**config.mk**
```make
export PLATFORM = sky130hd
export DESIGN_NAME = cdb_broadcaster_flat
export DESIGN_NICKNAME = d
export VERILOG_FILES = /design/src/rtl/cdb_broadcaster_if.sv /design/src/rtl/cdb_broadcaster.sv /design/src/flat_wrapper.sv
export SDC_FILE = /design/constraint.sdc
export NUM_CORES = 1
export LEC_CHECK = 0
export CORE_MARGIN = 5
export CORE_UTILIZATION = 44
export CTS_BUF_LIST = sky130_fd_sc_hd__clkbuf_4 sky130_fd_sc_hd__clkbuf_8
export CTS_CLUSTER_DIAMETER = 120
export DETAILED_ROUTE_END_ITERATION = 8
export PLACE_DENSITY = 0.68
export SLEW_MARGIN = 0
export SYNTH_ARGS = -nofsm -noshare
export SYNTH_HDL_FRONTEND = slang
export SYNTH_HIERARCHICAL = 1
export SYNTH_SLANG_ARGS = --single-unit
```
**constraint.sdc**
```tcl
create_clock -name clock -period 7.34 [get_ports clock]
set_input_delay 1.101 -clock clock [delete_from_list [all_inputs] [get_ports clock]]
set_output_delay 1.101 -clock clock [all_outputs]
set_load 0.01 [all_outputs]
```
**src/rtl/cdb_broadcaster_if.sv**
```systemverilog
// Producer-side result handshake and broadcast CDB packet of the CDB transmitter.
// slave = the broadcaster; master = functional units and CDB snoopers.
`ifndef ROB_LEN
`define ROB_LEN 32
`endif
`ifndef XLEN
`define XLEN 32
`endif

interface cdb_broadcaster_if #(
    parameter int NUM_FU     = 4,
    parameter int FIFO_DEPTH = 2,
    parameter int TAG_W      = $clog2(`ROB_LEN),
    parameter int XLEN       = `XLEN
);
    localparam int OCC_W = $clog2(FIFO_DEPTH + 1);

    logic [NUM_FU-1:0]                  fu_valid;
    logic [NUM_FU-1:0][TAG_W-1:0]       fu_tag;
    logic [NUM_FU-1:0][XLEN-1:0]        fu_value;
    logic [NUM_FU-1:0]                  fu_ready;
    logic                               cdb_valid;
    logic [TAG_W-1:0]                   cdb_tag;
    logic [XLEN-1:0]                    cdb_value;
    logic [NUM_FU-1:0][OCC_W-1:0]       fu_occupancy;

    modport master (
        output fu_valid, fu_tag, fu_value,
        input  fu_ready, cdb_valid, cdb_tag, cdb_value, fu_occupancy
    );

    modport slave (
        input  fu_valid, fu_tag, fu_value,
        output fu_ready, cdb_valid, cdb_tag, cdb_value, fu_occupancy
    );
endinterface

```
**src/rtl/cdb_broadcaster.sv**
```systemverilog
// Purpose: per-FU result buffering plus round-robin pick driving the registered CDB packet.
// Latency: push edge, then CDB register edge -> broadcast two cycles after fu_valid, no bypass.
// Backpressure: fu_ready[i] is low while FIFO i is full, from registered occupancy only.
`ifndef ROB_LEN
`define ROB_LEN 32
`endif
`ifndef XLEN
`define XLEN 32
`endif

module cdb_result_fifo #(
    parameter int DEPTH = 2,
    parameter int W     = 8,
    parameter int CNT_W = 2
) (
    input  logic             clock,
    input  logic             reset,
    input  logic             flush,
    input  logic             push,
    input  logic [W-1:0]     push_dat,
    input  logic             pop,
    output logic [W-1:0]     head_dat,
    output logic [CNT_W-1:0] count,
    output logic             rdy,
    output logic             empty
);
    localparam int PTR_W = $clog2(DEPTH);

    logic [W-1:0]     mem [DEPTH];
    logic [PTR_W-1:0] wr_ptr;
    logic [PTR_W-1:0] rd_ptr;
    logic             wr_en;
    logic             rd_en;

    assign rdy      = (count != CNT_W'(DEPTH));
    assign empty    = (count == '0);
    assign head_dat = mem[rd_ptr];
    // A full buffer refuses a push even if it pops the same cycle: rdy never looks at pop.
    assign wr_en    = push && rdy && !flush;
    assign rd_en    = pop && !empty && !flush;

    always_ff @(posedge clock or negedge reset) begin
        if (!reset) begin
            wr_ptr <= '0;
            rd_ptr <= '0;
            count  <= '0;
            for (int i = 0; i < DEPTH; i++) mem[i] <= '0;
        end else if (flush) begin
            wr_ptr <= '0;
            rd_ptr <= '0;
            count  <= '0;
        end else begin
            if (wr_en) begin
                mem[wr_ptr] <= push_dat;
                wr_ptr      <= wr_ptr + 1'b1;
            end
            if (rd_en) rd_ptr <= rd_ptr + 1'b1;
            case ({wr_en, rd_en})
                2'b10:   count <= count + 1'b1;
                2'b01:   count <= count - 1'b1;
                default: count <= count;
            endcase
        end
    end
endmodule

module cdb_broadcaster #(
    parameter int NUM_FU     = 4,
    parameter int FIFO_DEPTH = 2,
    parameter int TAG_W      = $clog2(`ROB_LEN),
    parameter int XLEN       = `XLEN
) (
    input  logic              clock,
    input  logic              reset,
    input  logic              squash,
    cdb_broadcaster_if.slave  bus
);
    localparam int OCC_W = $clog2(FIFO_DEPTH + 1);
    localparam int RR_W  = (NUM_FU > 1) ? $clog2(NUM_FU) : 1;

    typedef struct packed {
        logic [TAG_W-1:0] tag;
        logic [XLEN-1:0]  value;
    } cdb_entry_t;

    cdb_entry_t                 head [NUM_FU];
    logic [NUM_FU-1:0]          empty;
    logic [NUM_FU-1:0]          pop;
    logic [NUM_FU-1:0]          fu_ready_w;
    logic [NUM_FU-1:0][OCC_W-1:0] occ_w;
    logic [RR_W-1:0]            rr_ptr;
    logic [RR_W-1:0]            grant_idx;
    logic [RR_W-1:0]            cand;
    logic                       grant_vld;
    logic                       cdb_valid_q;
    logic [TAG_W-1:0]           cdb_tag_q;
    logic [XLEN-1:0]            cdb_value_q;

    for (genvar gi = 0; gi < NUM_FU; gi++) begin : g_fifo
        cdb_result_fifo #(
            .DEPTH (FIFO_DEPTH),
            .W     ($bits(cdb_entry_t)),
            .CNT_W (OCC_W)
        ) u_fifo (
            .clock    (clock),
            .reset    (reset),
            .flush    (squash),
            .push     (bus.fu_valid[gi]),
            .push_dat (cdb_entry_t'({bus.fu_tag[gi], bus.fu_value[gi]})),
            .pop      (pop[gi]),
            .head_dat (head[gi]),
            .count    (occ_w[gi]),
            .rdy      (fu_ready_w[gi]),
            .empty    (empty[gi])
        );
    end

    assign bus.fu_ready     = fu_ready_w;
    assign bus.fu_occupancy = occ_w;
    assign bus.cdb_valid    = cdb_valid_q;
    assign bus.cdb_tag      = cdb_tag_q;
    assign bus.cdb_value    = cdb_value_q;

    // First non-empty head scanning upward from rr_ptr; nothing is granted while squashing.
    always_comb begin
        grant_vld = 1'b0;
        grant_idx = '0;
        cand      = '0;
        if (!squash) begin
            for (int k = 0; k < NUM_FU; k++) begin
                cand = RR_W'((int'(rr_ptr) + k) % NUM_FU);
                if (!grant_vld && !empty[cand]) begin
                    grant_vld = 1'b1;
                    grant_idx = cand;
                end
            end
        end
    end

    always_comb begin
        pop = '0;
        if (grant_vld) pop[grant_idx] = 1'b1;
    end

    always_ff @(posedge clock or negedge reset) begin
        if (!reset) begin
            rr_ptr      <= '0;
            cdb_valid_q <= 1'b0;
            cdb_tag_q   <= '0;
            cdb_value_q <= '0;
        end else if (squash) begin
            rr_ptr      <= '0;
            cdb_valid_q <= 1'b0;
            cdb_tag_q   <= '0;
            cdb_value_q <= '0;
        end else if (grant_vld) begin
            rr_ptr      <= RR_W'((int'(grant_idx) + 1) % NUM_FU);
            cdb_valid_q <= 1'b1;
            cdb_tag_q   <= head[grant_idx].tag;
            cdb_value_q <= head[grant_idx].value;
        end else begin
            cdb_valid_q <= 1'b0;
            cdb_tag_q   <= '0;
            cdb_value_q <= '0;
        end
    end

    // Producer protocol check: a push into a full buffer is dropped by the FIFO.
    always @(posedge clock) begin
        if (reset) begin
            for (int i = 0; i < NUM_FU; i++) begin
                assert (!(bus.fu_valid[i] && !fu_ready_w[i]))
                    else $warning("cdb_broadcaster: FU %0d pushed while its buffer was full, result dropped", i);
            end
        end
    end
endmodule

```
**src/flat_wrapper.sv**
```systemverilog
// flat-port wrapper written by rule: the top's interface ports become plain ports
module cdb_broadcaster_flat 
#(
    parameter int NUM_FU     = 4,
    parameter int FIFO_DEPTH = 2,
    parameter int TAG_W      = $clog2(`ROB_LEN),
    parameter int XLEN       = `XLEN
)
  (clock, reset, squash, bus_fu_valid, bus_fu_tag, bus_fu_value, bus_fu_ready, bus_cdb_valid, bus_cdb_tag, bus_cdb_value, bus_fu_occupancy);
  cdb_broadcaster_if #(.NUM_FU(NUM_FU), .FIFO_DEPTH(FIFO_DEPTH), .TAG_W(TAG_W), .XLEN(XLEN)) bus_i ();
  input  logic clock;
  input  logic reset;
  input  logic squash;
  input wire logic [$bits(bus_i.fu_valid)-1:0] bus_fu_valid;
  input wire logic [$bits(bus_i.fu_tag)-1:0] bus_fu_tag;
  input wire logic [$bits(bus_i.fu_value)-1:0] bus_fu_value;
  output wire logic [$bits(bus_i.fu_ready)-1:0] bus_fu_ready;
  output wire logic [$bits(bus_i.cdb_valid)-1:0] bus_cdb_valid;
  output wire logic [$bits(bus_i.cdb_tag)-1:0] bus_cdb_tag;
  output wire logic [$bits(bus_i.cdb_value)-1:0] bus_cdb_value;
  output wire logic [$bits(bus_i.fu_occupancy)-1:0] bus_fu_occupancy;
  assign bus_i.fu_valid = bus_fu_valid;
  assign bus_i.fu_tag = bus_fu_tag;
  assign bus_i.fu_value = bus_fu_value;
  assign bus_fu_ready = bus_i.fu_ready;
  assign bus_cdb_valid = bus_i.cdb_valid;
  assign bus_cdb_tag = bus_i.cdb_tag;
  assign bus_cdb_value = bus_i.cdb_value;
  assign bus_fu_occupancy = bus_i.fu_occupancy;
  cdb_broadcaster #(.NUM_FU(NUM_FU), .FIFO_DEPTH(FIFO_DEPTH), .TAG_W(TAG_W), .XLEN(XLEN)) u_core (.clock(clock), .reset(reset), .squash(squash), .bus(bus_i));
endmodule
```
==> Yosys cells after proc, flatten, opt, wreduce, memory -nomap -nowiden <==
Index checks and enable logic that the tools add are counted.
Widths: inputs -> output; s select.
{ "totals": {"ff_bits": 352, "elab_cells": 224} }
{ "classes": {"n_reduce_logical": 56, "eq_ne": 12, "n_lt_le_gt_ge": 19, "muxes": 83, "n_addsub": 20, "n_bitwise": 10} }
{ "ops": {"columns": ["op", "count"], "rows": [
  ["$mux 37", 18],
  ["$bwmux 74", 4],
  ["$demux 37 s1", 4],
  ["$bmux 37 s2", 1],
  ["$mux 32", 2],
  ["$mux 1", 31],
  ["$logic_and 1x1->1", 24],
  ["$mux 2", 11],
  ["$reduce_bool 2->1", 9],
  ["$ge 2x2->1 const B", 8],
  ["$not 1->2", 8],
  ["$pmux 2 s2", 4],
  ["$lt 2x3->1 const B", 5],
  ["$add 2x1->2 const B", 6],
  ["$reduce_bool 3->1", 4],
  ["$logic_not 1->1", 11],
  ["$mux 5", 2],
  ["$add 1x1->1 const B", 8],
  ["$bmux 1 s2", 4],
  ["$eq 2x1->1 const B", 4],
  ["$eq 2x2->1 const B", 4],
  ["$logic_not 2->1", 4],
  ["$lt 2x1->1 const B", 4],
  ["$ne 2x2->1 const B", 4],
  ["9 further kinds", 16]
]} }

==> Depth between registers and ports, before layout <==
{ "depth": {"word_depth": 27, "depth_mapped": 13} }

==> Cells and area by module <==
The synthesis kept the hierarchy.
{ "by_module_without_submodules": {"columns": ["mod", "area_per_inst_um2", "cells_each", "instances"], "rows": [
  ["cdb_result_fifo", 3422.0, 221, 4],
  ["cdb_broadcaster", 2262.2, 195, 1]
]} }

==> Least setup slack after synthesis <==
Ideal clock, no wire load.
{ "synth_path": {"path_kind": "input to register", "start": "in squash", "end": "reg u_core.g_fifo[1].u_fifo.count[0]", "required_ns": 7.263, "path_stages": 11, "path_slack_ns": 4.597, "path_buffers": 3, "t_arrival_ns": 2.666, "cell_sequence": "nor2b_1 > clkbuf_1 > nand2_1 > buf_4 > buf_4 > inv_1 > ha_1 > and2_1 > mux2i_1 > or2_2 > a21oi_1"} }
{ "synth_via": {"elab_chain_len": 11} }
{ "synth_lines": {"columns": ["element", "line", "text"], "rows": [
  ["start: declaration", "flat_wrapper.sv:13", "input logic squash;"],
  ["$mux 2", "cdb_broadcaster.sv:129", "if (!squash) begin"],
  ["$lt 2x3->1 (implied by the code) / $ge 2x1->1 (equally long branches)", "cdb_broadcaster.sv:142", "if (grant_vld) pop[grant_idx] = 1'b1;"],
  ["$logic_and 1x1->1 (implied by the code)", "cdb_broadcaster.sv:142", null],
  ["$mux 1 (implied by the code)", "cdb_broadcaster.sv:142", null],
  ["$demux 1 s2", null, null],
  ["$mux 4 (*)", "cdb_broadcaster.sv:142", null],
  ["named net u_core.pop[1]", "cdb_broadcaster.sv:88", "logic [NUM_FU-1:0] pop;"],
  ["$logic_and 1x1->1 (*) (2 in a row)", "cdb_broadcaster.sv:40", "assign rd_en = pop && !empty && !flush;"],
  ["$eq 2x1->1 / $eq 2x2->1 (equally long branches)", "cdb_broadcaster.sv:58", "case ({wr_en, rd_en})"],
  ["$pmux 2 s2", "cdb_broadcaster.sv:58", null],
  ["$mux 2", "cdb_broadcaster.sv:48", "end else if (flush) begin"],
  ["end signal: assignment", "cdb_broadcaster.sv:59", "2'b10: count <= count + 1'b1;"],
  ["end signal: assignment", "cdb_broadcaster.sv:60", "2'b01: count <= count - 1'b1;"],
  ["end signal: assignment", "cdb_broadcaster.sv:61", "default: count <= count;"],
  ["end: declaration", "cdb_broadcaster.sv:23", "output logic [CNT_W-1:0] count,"]
]} }
Mark *: on every way through the listed nets, which the timed path passes. The rest lies on a longest branch.
A chain may end at the register's enable or synchronous reset.

==> Worst setup path after layout <==
{ "layout_path": {"start": "in squash", "end": "reg u_core.g_fifo[2].u_fifo.count[0]"} }
{ "layout_via": {"elab_chain_len": 11} }
{ "layout_lines": {"columns": ["element", "line"], "rows": [
  ["$mux 2", "cdb_broadcaster.sv:129"],
  ["$lt 2x3->1 (implied by the code) / $ge 2x1->1 (equally long branches)", "cdb_broadcaster.sv:142"],
  ["$logic_and 1x1->1 (implied by the code)", "cdb_broadcaster.sv:142"],
  ["$mux 1 (implied by the code)", "cdb_broadcaster.sv:142"],
  ["$demux 1 s2", null],
  ["$mux 4 (*)", "cdb_broadcaster.sv:142"],
  ["named net u_core.pop[2]", "cdb_broadcaster.sv:88"],
  ["$logic_and 1x1->1 (*) (2 in a row)", "cdb_broadcaster.sv:40"],
  ["$eq 2x1->1 / $eq 2x2->1 (equally long branches)", "cdb_broadcaster.sv:58"],
  ["$pmux 2 s2", "cdb_broadcaster.sv:58"],
  ["$mux 2", "cdb_broadcaster.sv:48"],
  ["end signal: assignment", "cdb_broadcaster.sv:59"],
  ["end signal: assignment", "cdb_broadcaster.sv:60"],
  ["end signal: assignment", "cdb_broadcaster.sv:61"],
  ["end: declaration", "cdb_broadcaster.sv:23"]
]} }
Marks and branches as above.

==> flow_metrics.tcl <==
set metrics [dict create \
    tns_ns 0 \
    synthCells 1079 \
    ys_types 34 \
    ys_ff_latch 352 \
    design_area_um2 19600 \
    wirelength_mm 39.6 \
    clock.fmax_mhz 306 \
    core_area_um2 35700 \
    cts-resized-gates 0 \
    htree_levels 2 \
    hold_viol_final 0 \
    outcome "completed" \
    clock-sinks 352 \
    die_h_um 200 \
    ctsLongestPathBuffers 3 \
    synth-async-reset-ratio_pct 100 \
    ir_drop_mv 0.147 \
    grt-ovfl-total 0 \
    stdcell_count 1806 \
    tightest_slew_ns 1.07 \
    drt_iter0_drc 447 \
    holdPathEnd "u_core/g_fifo[1].u_fifo/mem[47]$_DFFE_PN0P_" \
    antenna_found_initial 1 \
    clockRootBuffer "clkbuf_8" \
    area_growth_pct 22.8 \
    relSlewSlack_pct 28.5 \
    hp-start "u_core/g_fifo[1].u_fifo/mem[47]$_DFFE_PN0P_" \
    maxCapViolations 0 \
    ys_seq_area_share_pct 55.2 \
    post_cts_buffers 0 \
    drive_above_1_share_pct 42.3 \
    cts_tree "done" \
    vias_per_cell 5.31 \
    place_hpwl_mm 26.0 \
    min_period_over_period_pct 44.6 \
    grt_pass1_wl_mm 62.4 \
    reg2reg_from "u_core/g_fifo[2].u_fifo/count[1]$_DFFE_PN0P_" \
    critPathLaunch "squash" \
    fill_cells 3003 \
    ios 205 \
    track_usage_pct 19.5 \
    p_per_area_nw_per_um2 327 \
    post_drt_wl_per_cell_um 21.9 \
    finalCriticalPeriod_ns 3.27 \
    cp.required_ns 7.85 \
    portBuffers 204 \
    power.total_w 0.00640 \
    worstSkewPairLatency_ns 0.60 \
    drc 0 \
    first_pass_iters 6 \
    r2r_end "u_core/g_fifo[2].u_fifo/count[0]$_DFFE_PN0P_" \
    leakage_nw 8.46 \
    nets 1461 \
    reg2reg_depth 10 \
    cts_buffers 59 \
    r2r_slack_ns 4.35 \
    synth_top_area_share_pct 55.2 \
    placed_cells 1702 \
    placed_area_um2 18300 \
    ys.flop_type "dfrtp_1" \
    path_clk_slew_ns 0.06 \
    grt_pass1_vias 10400 \
    path_class "in -> reg" \
    yosys-top-cells-area "dfrtp_1 (55%), mux2_2 (31%), mux2i_1 (5.0%), o22ai_1 (1.5%), buf_6 (0.85%)" \
    fin_skew_ns 0.0225 \
    hold_ws_ns 0.484 \
    ant_nets 0 \
    globalplace.congestion 0.831 \
    synth_edf_count 0 \
    std_cell_rows 69 \
    hp-class "reg -> reg" \
    end_kind "register" \
    hold_path_depth 1 \
    avgSynthCellArea_um2 14.8 \
    path_max_fanout 38 \
    drv_slew 0 \
    grt_max_degree 186 \
    arrival_ns 3.78 \
    yosysWarnings 6 \
    start_util_pct 44.7 \
    synth_fp_nets 1238 \
    yosys.area.top_type "dfrtp_1" \
    hold_buffers 0 \
    ys_top_cells_by_count "mux2_2 (436), dfrtp_1 (352), mux2i_1 (80), o22ai_1 (38), clkbuf_1 (21)" \
    netlist_area_um2 16000 \
    dieArea_um2 40200 \
    start_kind "primary input" \
    final-setup-viol-count 0 \
    num_vias 9582 \
    die_w_um 200 \
    rsz0062_at_grt "false" \
    synth_most_common_cell "mux2_2" \
]
where the power goes:
| part | switching, W | internal (W) |
|---|---|---|
| sequential | 0.000280 | 0.00251 |
| clock | 0.000754 | 0.00103 |
| combinational | 0.000815 | 0.00101 |
| total | 0.00185 | 0.00455 |
worst max-delay path by stage:
stage,slack (ns),to
global route,3.95,u_core/g_fifo[2].u_fifo/count[0]$_DFFE_PN0P_
detailed placement,3.46,u_core/g_fifo[2].u_fifo/count[0]$_DFFE_PN0P_
CTS,4.10,u_core/g_fifo[2].u_fifo/count[0]$_DFFE_PN0P_
floorplan,4.60,u_core/g_fifo[1].u_fifo/count[0]$_DFFE_PN0P_
global placement,3.53,u_core/g_fifo[2].u_fifo/count[0]$_DFFE_PN0P_
finish,4.07,u_core/g_fifo[2].u_fifo/count[0]$_DFFE_PN0P_
flip-flops by register name (all words and copies together) (netlist names):
signal	count
u_core/bus.cdb_tag	5
u_core/bus.cdb_value	32
u_core/g_fifo.u_fifo/wr_ptr	4
u_core/g_fifo.u_fifo/mem	296
u_core/g_fifo.u_fifo/rd_ptr	4
u_core/g_fifo.u_fifo/count	8
u_core/bus.cdb_valid	1
u_core/rr_ptr	2
routing by layer:
| layer | routed length [um] | up-vias | global-route usage, % |
|---|---|---|---|
| met5 | 0 | - | 0 |
| met4 | 745 | 0 | 4.97 |
| met3 | 1910 | 51 | 3.57 |
| met2 | 17600 | 200 | 29.5 |
| met1 | 19300 | 4952 | 29.2 |
| li1 | - | 4379 | - |
layout make-up:
cell class / count / area [um2] / share of cell area (%)
Clock inverter: 5 / 25.0 / 0.128
Multi-Input combinational cell: 656 / 6730 / 34.3
Clock buffer: 98 / 1210 / 6.18
Inverter: 11 / 41.3 / 0.211
Tap cell: 461 / 577 / 2.94
Sequential cell: 352 / 8810 / 45.0
Timing Repair Buffer: 222 / 2190 / 11.2
Antenna cell: 1 / 2.50 / 0.0128
cell families (layout without fill, tap and decap cells):
group           after synthesis  after routing  synth area share (%)
compound gates               74             74                  2.85
xor+xnor                      4              4                 0.220
fa+ha+maj                     4              4                 0.314
buf+inv                      71            336                  2.70
flops                       352            352                  55.2
mux                         524            524                  36.4
other cells                   0              1                     0
simple gates                 50             50                  2.33
critical path, stage by stage:
cell             delay, ns
clkdlybuf4s50_1       0.45
buf_4                 0.34
nor2b_1               0.19
nand2_2               0.11
buf_4                 0.56
ha_1                  0.26
and2_1                0.24
mux2i_1               0.10
or2_2                 0.27
a21oi_1               0.12
through the flow:
stage	utilization [%]	setup slack, ns
2_1_floorplan	-	4.60
3_3_place_gp	51.5	3.53
3_5_place_dp	51.5	3.46
4_1_cts	54.9	4.10
5_1_grt	54.9	3.95
6_report	54.9	4.07
cell usage in the layout, fill, tap and decap left out, types with 2 or more instances in the layout:
master,synthesis,routed
mux2_2,436,436
dfrtp_1,352,351
clkdlybuf4s50_1,0,203
mux2i_1,80,80
clkbuf_8,0,76
o22ai_1,38,38
clkbuf_4,0,22
buf_4,17,17
a21oi_1,16,16
inv_1,11,11
nor2_1,10,10
o21ai_0,9,9
mux2_1,8,8
clkinv_2,0,5
nor3b_1,5,5
and2_1,4,4
ha_1,4,4
and2b_1,4,4
nand4b_1,4,4
or2_2,4,4
nor4_4,4,4
o211ai_1,4,4
nand3b_1,4,4
a21o_1,4,4
or3_1,4,4
xor2_1,4,4
nor2b_1,2,2
Note: power is estimated with default switching activity, not from simulation.
